**src/rtl/pixel_write_scheduler.sv**
```systemverilog
// Arbitrates the single frame-buffer write port between a grid-clear sweep,
// the load path and the simulation path; one registered pixel per cycle.
module pixel_write_scheduler #(
  parameter int unsigned GRID_W       = 4,
  parameter int unsigned GRID_H       = 4,
  parameter logic [2:0]  CLEAR_COLOUR = 3'b000
) (
  input  logic       clock,
  input  logic       reset_n,
  input  logic       clear_req,
  output logic       clear_busy,
  output logic       clear_done,
  input  logic       ld_valid,
  output logic       ld_ready,
  input  logic [7:0] ld_x,
  input  logic [7:0] ld_y,
  input  logic [2:0] ld_colour,
  input  logic       sim_valid,
  output logic       sim_ready,
  input  logic [7:0] sim_x,
  input  logic [7:0] sim_y,
  input  logic [2:0] sim_colour,
  output logic [7:0] vga_x,
  output logic [7:0] vga_y,
  output logic [2:0] vga_colour,
  output logic       vga_plot,
  output logic       drop
);

  localparam logic [0:0] IDLE  = 1'b0;
  localparam logic [0:0] CLEAR = 1'b1;

  localparam logic [7:0] W_LIM  = 8'(GRID_W);
  localparam logic [7:0] H_LIM  = 8'(GRID_H);
  localparam logic [7:0] X_LAST = 8'(GRID_W - 1);
  localparam logic [7:0] Y_LAST = 8'(GRID_H - 1);

  logic [0:0] state;
  logic [7:0] cx;
  logic [7:0] cy;
  logic       last_sim;

  logic       blocked;
  logic       grant_ld;
  logic       grant_sim;
  logic [7:0] sel_x;
  logic [7:0] sel_y;
  logic [2:0] sel_colour;
  logic       in_range;

  // last_sim=1 means sim won the previous acceptance, so ld wins the next tie.
  always_comb begin
    blocked    = (state == CLEAR) || clear_req;
    grant_ld   = !blocked && ld_valid  && (!sim_valid || last_sim);
    grant_sim  = !blocked && sim_valid && (!ld_valid  || !last_sim);
    sel_x      = grant_sim ? sim_x      : ld_x;
    sel_y      = grant_sim ? sim_y      : ld_y;
    sel_colour = grant_sim ? sim_colour : ld_colour;
    in_range   = (sel_x < W_LIM) && (sel_y < H_LIM);
    ld_ready   = grant_ld;
    sim_ready  = grant_sim;
  end

  always_ff @(posedge clock or negedge reset_n) begin
    if (!reset_n) begin
      state      <= IDLE;
      cx         <= '0;
      cy         <= '0;
      last_sim   <= 1'b1;
      vga_x      <= '0;
      vga_y      <= '0;
      vga_colour <= '0;
      vga_plot   <= 1'b0;
      drop       <= 1'b0;
      clear_busy <= 1'b0;
      clear_done <= 1'b0;
    end else begin
      vga_plot   <= 1'b0;
      drop       <= 1'b0;
      clear_done <= 1'b0;
      // Delayed copy of the state so busy lines up with the sweep's plot strobes.
      clear_busy <= (state == CLEAR);
      if (state == CLEAR) begin
        vga_x      <= cx;
        vga_y      <= cy;
        vga_colour <= CLEAR_COLOUR;
        vga_plot   <= 1'b1;
        if (cx == X_LAST) begin
          cx <= '0;
          if (cy == Y_LAST) begin
            cy         <= '0;
            state      <= IDLE;
            clear_done <= 1'b1;
          end else begin
            cy <= cy + 8'd1;
          end
        end else begin
          cx <= cx + 8'd1;
        end
      end else if (clear_req) begin
        state <= CLEAR;
        cx    <= '0;
        cy    <= '0;
      end else if (grant_ld || grant_sim) begin
        last_sim <= grant_sim;
        if (in_range) begin
          vga_x      <= sel_x;
          vga_y      <= sel_y;
          vga_colour <= sel_colour;
          vga_plot   <= 1'b1;
        end else begin
          drop <= 1'b1;
        end
      end
    end
  end

endmodule
```
**config.mk**
```make
export PLATFORM = sky130hd
export DESIGN_NAME = pixel_write_scheduler
export DESIGN_NICKNAME = d
export VERILOG_FILES = /design/src/rtl/pixel_write_scheduler.sv
export SDC_FILE = /design/constraint.sdc
export NUM_CORES = 1
export LEC_CHECK = 0
export ABC_AREA = 1
export BUFFER_PORTS_ARGS = -buffer_cell sky130_fd_sc_hd__buf_2
export CAP_MARGIN = 10
export CORE_MARGIN = 2
export CORE_UTILIZATION = 27
export CTS_CLUSTER_SIZE = 12
export DETAILED_ROUTE_END_ITERATION = 10
export GPL_ROUTABILITY_DRIVEN = 0
export HOLD_SLACK_MARGIN = 0.08
export PLACE_DENSITY = 0.53
export SYNTH_ARGS = -nofsm -noshare
export SYNTH_HDL_FRONTEND = slang
export SYNTH_SLANG_ARGS = --single-unit
```
**constraint.sdc**
```tcl
create_clock -name clock -period 2.8 [get_ports clock]
set_clock_uncertainty 0.05 [all_clocks]
set_input_delay 0 -clock clock [delete_from_list [all_inputs] [get_ports clock]]
set_output_delay 0 -clock clock [all_outputs]
set_load 0.01 [all_outputs]
```
# [Word level (Yosys, flattened, before mapping)]
# Index checks and enable logic that the tools add are counted.
[word_totals] reg_bits=41 input_bits=43 output_inout_bits=25 elab_cells=76
[classes] n_addsub=2 order_cmp=2 n_eq_ne=4 n_mux=36 bitwise=2 reduce_logical=19
[op_table] cell="two-way mux 8 bit" count=16
[op_table] cell="adder 8 x 1 -> 8 bit (second input constant)" count=2
[op_table] cell="equality test 8 x 2 -> 1 bit (second input constant)" count=2
[op_table] cell="< comparator 8 x 3 -> 1 bit (second input constant)" count=2
[op_table] cell="two-way mux 1 bit" count=15
[op_table] cell="two-way mux 3 bit" count=5
[op_table] cell="AND reduction 3 bit" count=2
[op_table] cell="nonzero test 2 bit" count=3
[op_table] cell="logical AND 1 bit" count=5
[op_table] cell="logical NOT 1 bit" count=4
[op_table] cell="logical OR 1 bit" count=4
[op_table] cell="!= test 2 x 1 -> 1 bit (second input constant)" count=2
[op_table] cell="inverter 1 bit" count=2
[op_table] cell="AND reduction 2 bit" count=1

# [Depth between registers and ports, before layout]
# Gate-level depths: netlist of the first run.
[logic_depth] depth_word=11 depth_mapped=11 mapped_depth_nobuf=10

# [Worst setup path after synthesis of the first run]
# OpenSTA, ideal clock, no wires.
[synth_path] path_kind="register to register" from="register last_sim" to="register vga_x[2]" setup_time_ps=66 arrival_ps=1571 t_required_ps=2684 path_slack_ps=1113 stages_incl_launch_ff=9 path_buffers=1 synth_period_minus_slack_ps=1687 cell_sequence="dfstp_2 > nand2_1 > nand3_4 > inv_1 > or2_2 > nand4_1 > buf_2 > nand3_1 > nand2_1"
[synth_between] elab_chain_len=8 word_cells_on_any_way=18 cone_classes="order compare: 2; mux: 6; reduce/logical: 10"
[synth_lines] item="from (decl)" line="41" text="logic last_sim;"
[synth_lines] item="from (signal assigned)" line="105" text="last_sim <= grant_sim;"
[synth_lines] item="logical NOT 1 bit (*)" line="55" text="grant_sim = !blocked && sim_valid && (!ld_valid || !last_sim);"
[synth_lines] item="logical OR 1 bit (*)" line="55"
[synth_lines] item="logical AND 1 bit (*)" line="55"
[synth_lines] item="via sim_ready" line="19" text="output logic sim_ready,"
[synth_lines] item="two-way mux 8 bit, on equally long branches" line="56, 57"
[synth_lines] item="< comparator 8 x 3 -> 1 bit / two-way mux 8 bit (equally long branches)" line="59, 106"
[synth_lines] item="logical AND 1 bit / two-way mux 8 bit (equally long branches)" line="59, 104"
[synth_lines] item="nonzero test 2 bit (no line) / two-way mux 8 bit (equally long branches)"
[synth_lines] item="AND reduction 3 bit (no line) / two-way mux 8 bit (equally long branches)"
[synth_lines] item="to (signal assigned)" line="107" text="vga_x <= sel_x;"
[synth_lines] item="to (decl)" line="23" text="output logic [7:0] vga_x,"
# Mark *: on every way through the listed nets, which the timed path passes. The rest lies on a longest branch. The select of a mux whose other input is x is not followed.
# A chain may end at the register's enable or synchronous reset.

# [Worst setup path in the final report of the first run]
[layout_path] from="register state" to="register vga_colour[0]"
[layout_between] elab_chain_len=9 word_cells_on_any_way=21 cone_classes="order compare: 2; eq/ne: 1; mux: 7; reduce/logical: 11"
[layout_lines] item="from (decl)" line="38" text="logic [0:0] state;"
[layout_lines] item="from (signal assigned)" line="66" text="state <= IDLE;"
[layout_lines] item="from (signal assigned)" line="92" text="state <= IDLE;"
[layout_lines] item="from (signal assigned)" line="101" text="state <= CLEAR;"
[layout_lines] item="logical OR 1 bit" line="53" text="blocked = (state == CLEAR) || clear_req;"
[layout_lines] item="logical NOT 1 bit" line="54, 55"
[layout_lines] item="logical AND 1 bit (2 in series)" line="55"
[layout_lines] item="two-way mux 8 bit (tied with other cells)" line="56" text="sel_x = grant_sim ? sim_x : ld_x;"
[layout_lines] item="< comparator 8 x 3 -> 1 bit / two-way mux 3 bit (equally long branches)" line="59, 106"
[layout_lines] item="logical AND 1 bit / two-way mux 3 bit (equally long branches)" line="59, 104"
[layout_lines] item="nonzero test 2 bit (no line) / two-way mux 3 bit (equally long branches)"
[layout_lines] item="AND reduction 3 bit (no line) / two-way mux 3 bit (equally long branches)"
[layout_lines] item="to (signal assigned)" line="109" text="vga_colour <= sel_colour;"
[layout_lines] item="to (decl)" line="25" text="output logic [2:0] vga_colour,"
# Several ways; a longest one is shown, not always the timed one. The select of a mux whose other input is x is not followed.

==> results of run 1 <==
==> layer usage <==
| layer | routed length [um] | share of wire |
|---|---|---|
| met1 | 2877 | 0.49 |
| met2 | 2677 | 0.46 |
| met3 | 232 | 0.039 |
| met4 | 93 | 0.016 |
| met5 | 0 | 0 |
==> stage by stage <==
stage          utilization  cell area [um^2]
2_1_floorplan            -              2273
3_3_place_gp        0.3315              2710
3_5_place_dp        0.3315              2710
4_1_cts             0.3604              2947
5_1_grt             0.3604              2947
6_report            0.3604              2947
==> layout by cell type (no fill, tap or decap), drive strengths merged <==
master,instances
xor2,4
or2,1
o22ai,6
inv,44
and3,1
nor2,21
nor3,3
nand2,96
o21ai,16
ha,2
dfrtp,40
dlygate4sd3,12
nand3,37
dfstp,1
nand4,13
a31oi,3
clkbuf,7
a21oi,9
clkinv,1
buf,72
xnor2,1
bufinv,1
==> power by group through the flow <==
stage                     Sequential (mW)  Clock, mW  Combinational [mW]
final                               0.946      0.496               0.649
after global routing                0.982      0.536               0.751
after CTS                           0.945      0.511               0.657
after detailed placement            0.954          0               0.637
after global placement              0.955          0               0.632
after floorplan                     0.973          0               0.374
==> path summary, 6_finish.rpt <==
check	end	cells past startpoint
max	vga_colour[0]	8
min	vga_y[0]	7
max reg2reg	vga_colour[0]	8
min reg2reg	vga_x[5]	2
max in group asynchronous	state	2
min in group asynchronous	vga_y[6]	2
==> sequential cells by signal, summed over array words and instances, names as in the netlist <==
signal and flops:
drop 1, cx 8, cy 8, state 1
last_sim 1, vga_plot 1, clear_busy 1, clear_done 1
vga_x 8, vga_y 8, vga_colour 3
==> layout make-up <==
class                           count  area [um^2]
Fill cell                         906         5229
Tap cell                          105        131.4
Multi-Input combinational cell    213         1010
Timing Repair Buffer               84        493.0
Clock inverter                      1        30.03
Clock buffer                        7        86.33
Inverter                           45        168.9
Sequential cell                    41         1027
==> critical path, stage by stage (launching register included) <==
cell,delay [ns]
dfrtp_1,0.53
nor2_4,0.18
nand3_4,0.25
inv_1,0.22
nand2_1,0.07
a21oi_1,0.14
dlygate4sd3_1,0.57
nand3_1,0.09
nand2_1,0.08
==> logic make-up (layout without fill, tap and decap cells) <==
group / after synthesis / in the layout
simple gates: 172 / 172
buf+inv: 58 / 137
flops: 41 / 41
compound gates: 34 / 34
xor+xnor: 5 / 5
fa+ha+maj: 2 / 2
==> out/metrics.csv, run 1 <==
metric,value,unit
status,finished clean,
htree depth,2,
post-CTS sizing,0,
CTS Hold Bufs,12,
RSZ-0062 raised after global routing,no,
FMAX,447.8,MHz
clk root buf,clkbuf_8,
Worst slew margin,0.3845,
simple-gate area share of the yosys netlist,0.3324,
max-cap violation count,0,
number of synthesized flops with an enable pin,0,
largest net degree at the start of global routing,42,
overall global routing resource usage,0.1412,
port bufs,67,
first-pass iteration count of the detailed router,4,
Worst Hold Class,input port to flip-flop,
Comb pwr share,0.311,
switching power total,0.7237,mW
"worst slack, placed",0.7363,ns
post-synthesis adder-cell area fraction,0.01101,
ys async rst share,1.000,
hold path startpoint,ld_y[0],
worst-skew pair later-pin latency,0.30,ns
initial DRC count,51,
CTS Sinks,41,
final std cells w/o fill,496,
Routed Antenna Nets,0,
Initial Util,0.2781,
Crit. End Element,flip-flop,
vias per inst,4.466,
Post-Synth XOR/XNOR Area,0.01926,
Worst Setup SP,state,
final setup fails,0,
CP Data Required Time,2.99,ns
Ys Warns,0,
initial antenna violation count,0,
Final Hold Violating Endpoints,0,
Seq pwr share,0.452,
worst-path maximum fanout,26,
dpl cells,476,
Die Ht,95.76,um
vias in the first global route,2312,
setup_tns,0,ns
# DRC,0,
Switching Fraction,0.3461,
final net count,435,
mux contribution to synthesized area,0,
worst vdd ir,0.2479,mV
"Clk pin slew, worst setup/hold paths",0.08,ns
"Top FF cell, synth",dfrtp_1,
synthesized area per cell,7.287,um^2
DR WL/cell,11.85,um
sequential-to-total area share from yosys stat,0.4518,
Detailed Route WL,5.880,mm
pwr dens,709.7,mW/mm^2
DP Wirelength,4.150,mm
Mapped Cells,312,
clock buffer depth,2,
Clock power frac,0.237,
Synth Register Bits,41,
Area Overhead vs Synth,29.61,%
Final period util,0.7976,
Post-Syn Area,0.002273,mm^2
CTS tree,done,
GRT met2 Usage,0.2395,
Setup CP Type,flip-flop to flip-flop,
gr busiest metal,met2,
synth unique cells,27,
IO Count,68,
Congestion Overflow GR,0,
Synth top area share,0.4403,
first-pass GRT wire length,10.24,mm
Vias,2215,
overall power,2.091,mW
"area leader, netlist",dfrtp_1,
CP arrival,2.42,ns
Slew @ Worst Pin,0.9233,ns
share of cells above drive strength 1,0.2174,
GRT met1 Usage,0.1802,
Setup Buffers After CTS,0,
reg-to-reg setup timing slack,0.57,ns
Synth Net Count,357,
Synth Area in Compound Gates,0.08145,
R2R Path Start,state,
antenna fix cells,0,
dominant cell by count in the synthesized netlist,nand2_1,
CP Launch Type,flip-flop,
Leak Pwr,1.648,nW
Std-Cell Rows,33,
cts bufs inserted,5,
synth cell count leaders,"nand2_1 (95), inv_1 (44), dfrtp_1 (40)",
Die ar.,0.009170,mm^2
Final min period,2.233,ns
ranking of synthesized cells by area,"dfrtp_1 (44%), nand2_1 (16%), nand3_1 (7.9%)",
met3 GRT Util,0.03054,
P_int,1.367,mW
Core Box Area,0.008175,mm^2
Max Slew Vio Count,0,
chip width,95.76,um
main combinational cell family by area after synthesis,simple AND/OR/NAND/NOR gates,
Min Hold Slack,0.1343,ns
final setup margin,0.5667,ns
Note: power is estimated with default switching activity, not from simulation.
==> run 2, diff against run 1 <==
- PLACE_DENSITY: 0.53 -> 0.55
- clock period: 2.8 -> 2 ns (I/O delays scaled with it)
==> out/metrics.csv, run 2 (synthesis gave the netlist of run 1 again) <==
metric,value,unit,change
vias per inst,4.557,,was 4.466
setup_tns,0,ns,unchanged
DR WL/cell,11.43,um,was 11.85 um
Core Box Area,0.008175,mm^2,unchanged
Worst slew margin,0.6583,,was 0.3845
status,finished clean,,unchanged
Detailed Route WL,5.751,mm,was 5.880 mm
Initial Util,0.2781,,unchanged
final setup fails,0,,unchanged
port bufs,67,,unchanged
Setup CP Type,flip-flop to flip-flop,,unchanged
Die ar.,0.009170,mm^2,unchanged
htree depth,2,,unchanged
initial antenna violation count,0,,unchanged
Leak Pwr,1.686,nW,was 1.648 nW
Die Ht,95.76,um,unchanged
chip width,95.76,um,unchanged
initial DRC count,128,,was 51
Congestion Overflow GR,0,,unchanged
first-pass GRT wire length,9.784,mm,was 10.24 mm
overall global routing resource usage,0.1356,,was 0.1412
CP Data Required Time,2.14,ns,was 2.99 ns
Std-Cell Rows,33,,unchanged
worst-path maximum fanout,14,,was 26
first-pass iteration count of the detailed router,4,,unchanged
Area Overhead vs Synth,32.47,%,was 29.61%
clk root buf,clkbuf_8,,unchanged
Routed Antenna Nets,0,,unchanged
DP Wirelength,4.182,mm,was 4.150 mm
CTS tree,done,,unchanged
cts bufs inserted,5,,unchanged
antenna fix cells,0,,unchanged
FMAX,550.1,MHz,was 447.8 MHz
final net count,442,,was 435
CTS Sinks,41,,unchanged
vias in the first global route,2208,,was 2312
Final period util,0.9089,,was 0.7976
max-cap violation count,0,,unchanged
worst-skew pair later-pin latency,0.30,ns,about the same
"most common cell after layout, fill and taps aside",nand2_1,,unchanged
"Clk pin slew, worst setup/hold paths",0.08,ns,about the same
clock buffer depth,2,,unchanged
pwr dens,960.4,mW/mm^2,was 709.7 mW/mm^2
worst vdd ir,0.3787,mV,was 0.2479 mV
Min Hold Slack,0.08802,ns,was 0.1343 ns
placed inst area,0.002760,mm^2,was 0.002710 mm^2
Final Cell Area,0.003012,mm^2,was 0.002947 mm^2
# DRC,0,,unchanged
CP Launch Type,flip-flop,,unchanged
Slew @ Worst Pin,0.5126,ns,was 0.9233 ns
share of cells above drive strength 1,0.2387,,was 0.2174
"commonest non-fill, non-tap cells in the layout","nand2_1 (95), buf_2 (67), inv_1 (44)",,unchanged
"worst slack, placed",0.1239,ns,was 0.7363 ns
RSZ-0062 raised after global routing,no,,unchanged
IO Count,68,,unchanged
Vias,2292,,was 2215
Worst Hold Class,input port to flip-flop,,unchanged
Crit. End Element,flip-flop,,unchanged
final setup margin,0.1822,ns,was 0.5667 ns
post-layout util,0.3684,,was 0.3604
largest net degree at the start of global routing,42,,unchanged
CP arrival,1.96,ns,was 2.42 ns
Final min period,1.818,ns,was 2.233 ns
Max Slew Vio Count,0,,unchanged
Final Hold Violating Endpoints,0,,unchanged
## run 2: layer usage
layer / GRT usage / up-vias / part of all wire
li1: - / 1172 / -
met5: 0 / - / 0
met2: 0.2290 / 53 / 0.48
met1: 0.1756 / 1060 / 0.46
met4: 0.04048 / 0 / 0.014
met3: 0.02662 / 7 / 0.048
## run 2: worst paths after layout
path | slack [ns] | to | depth (start not counted) | startpoint
min | 0.09 | last_sim | 5 | clear_req
min in group asynchronous | 0.25 | vga_x[6] | 3 | reset_n
min reg2reg | 0.44 | vga_x[5] | 2 | cx[5]
max reg2reg | 0.18 | vga_x[1] | 8 | last_sim
max in group asynchronous | 1.29 | last_sim | 3 | reset_n
max | 0.18 | vga_x[1] | 8 | last_sim
## run 2: what timing repair did
action | in CTS | in global routing
buffers inserted | 0 | 3
setup endpoints to repair | 0 | 14
hold buffers | 11 | 0
gates resized for setup | 0 | 3
endpoints found under the hold margin | 48 | 0
## run 2: cell type report
cell class	count	area [um^2]
timing repair buffer	91	559.3
multi-input combinational	213	1017
clock inverter	2	35.03
inverter	45	168.9
fill	894	5164
sequential	41	1027
tap	105	131.4
clock buffer	6	72.57
## run 2: report_power, final
group | switching (mW) | total [mW] | internal, mW
Clock | 0.287 | 0.658 | 0.371
Combinational | 0.507 | 0.907 | 0.400
Sequential | 0.221 | 1.33 | 1.11
Total | 1.02 | 2.89 | 1.88
## run 2: worst max-delay path: stages, from the launching register on
cell and delay (ns):
dfstp_2 0.53, nand2_1 0.10, nand3_4 0.16, inv_1 0.11, or2_2 0.33, inv_1 0.07
nand2_1 0.16, nand3_1 0.14, nand2_1 0.06
## run 2: stage by stage
stage,cells,total power [mW]
after detailed placement,481,2.242
after CTS,500,2.926
final,503,2.892
after global routing,503,3.142
after global placement,481,2.218
after floorplan,312,1.885
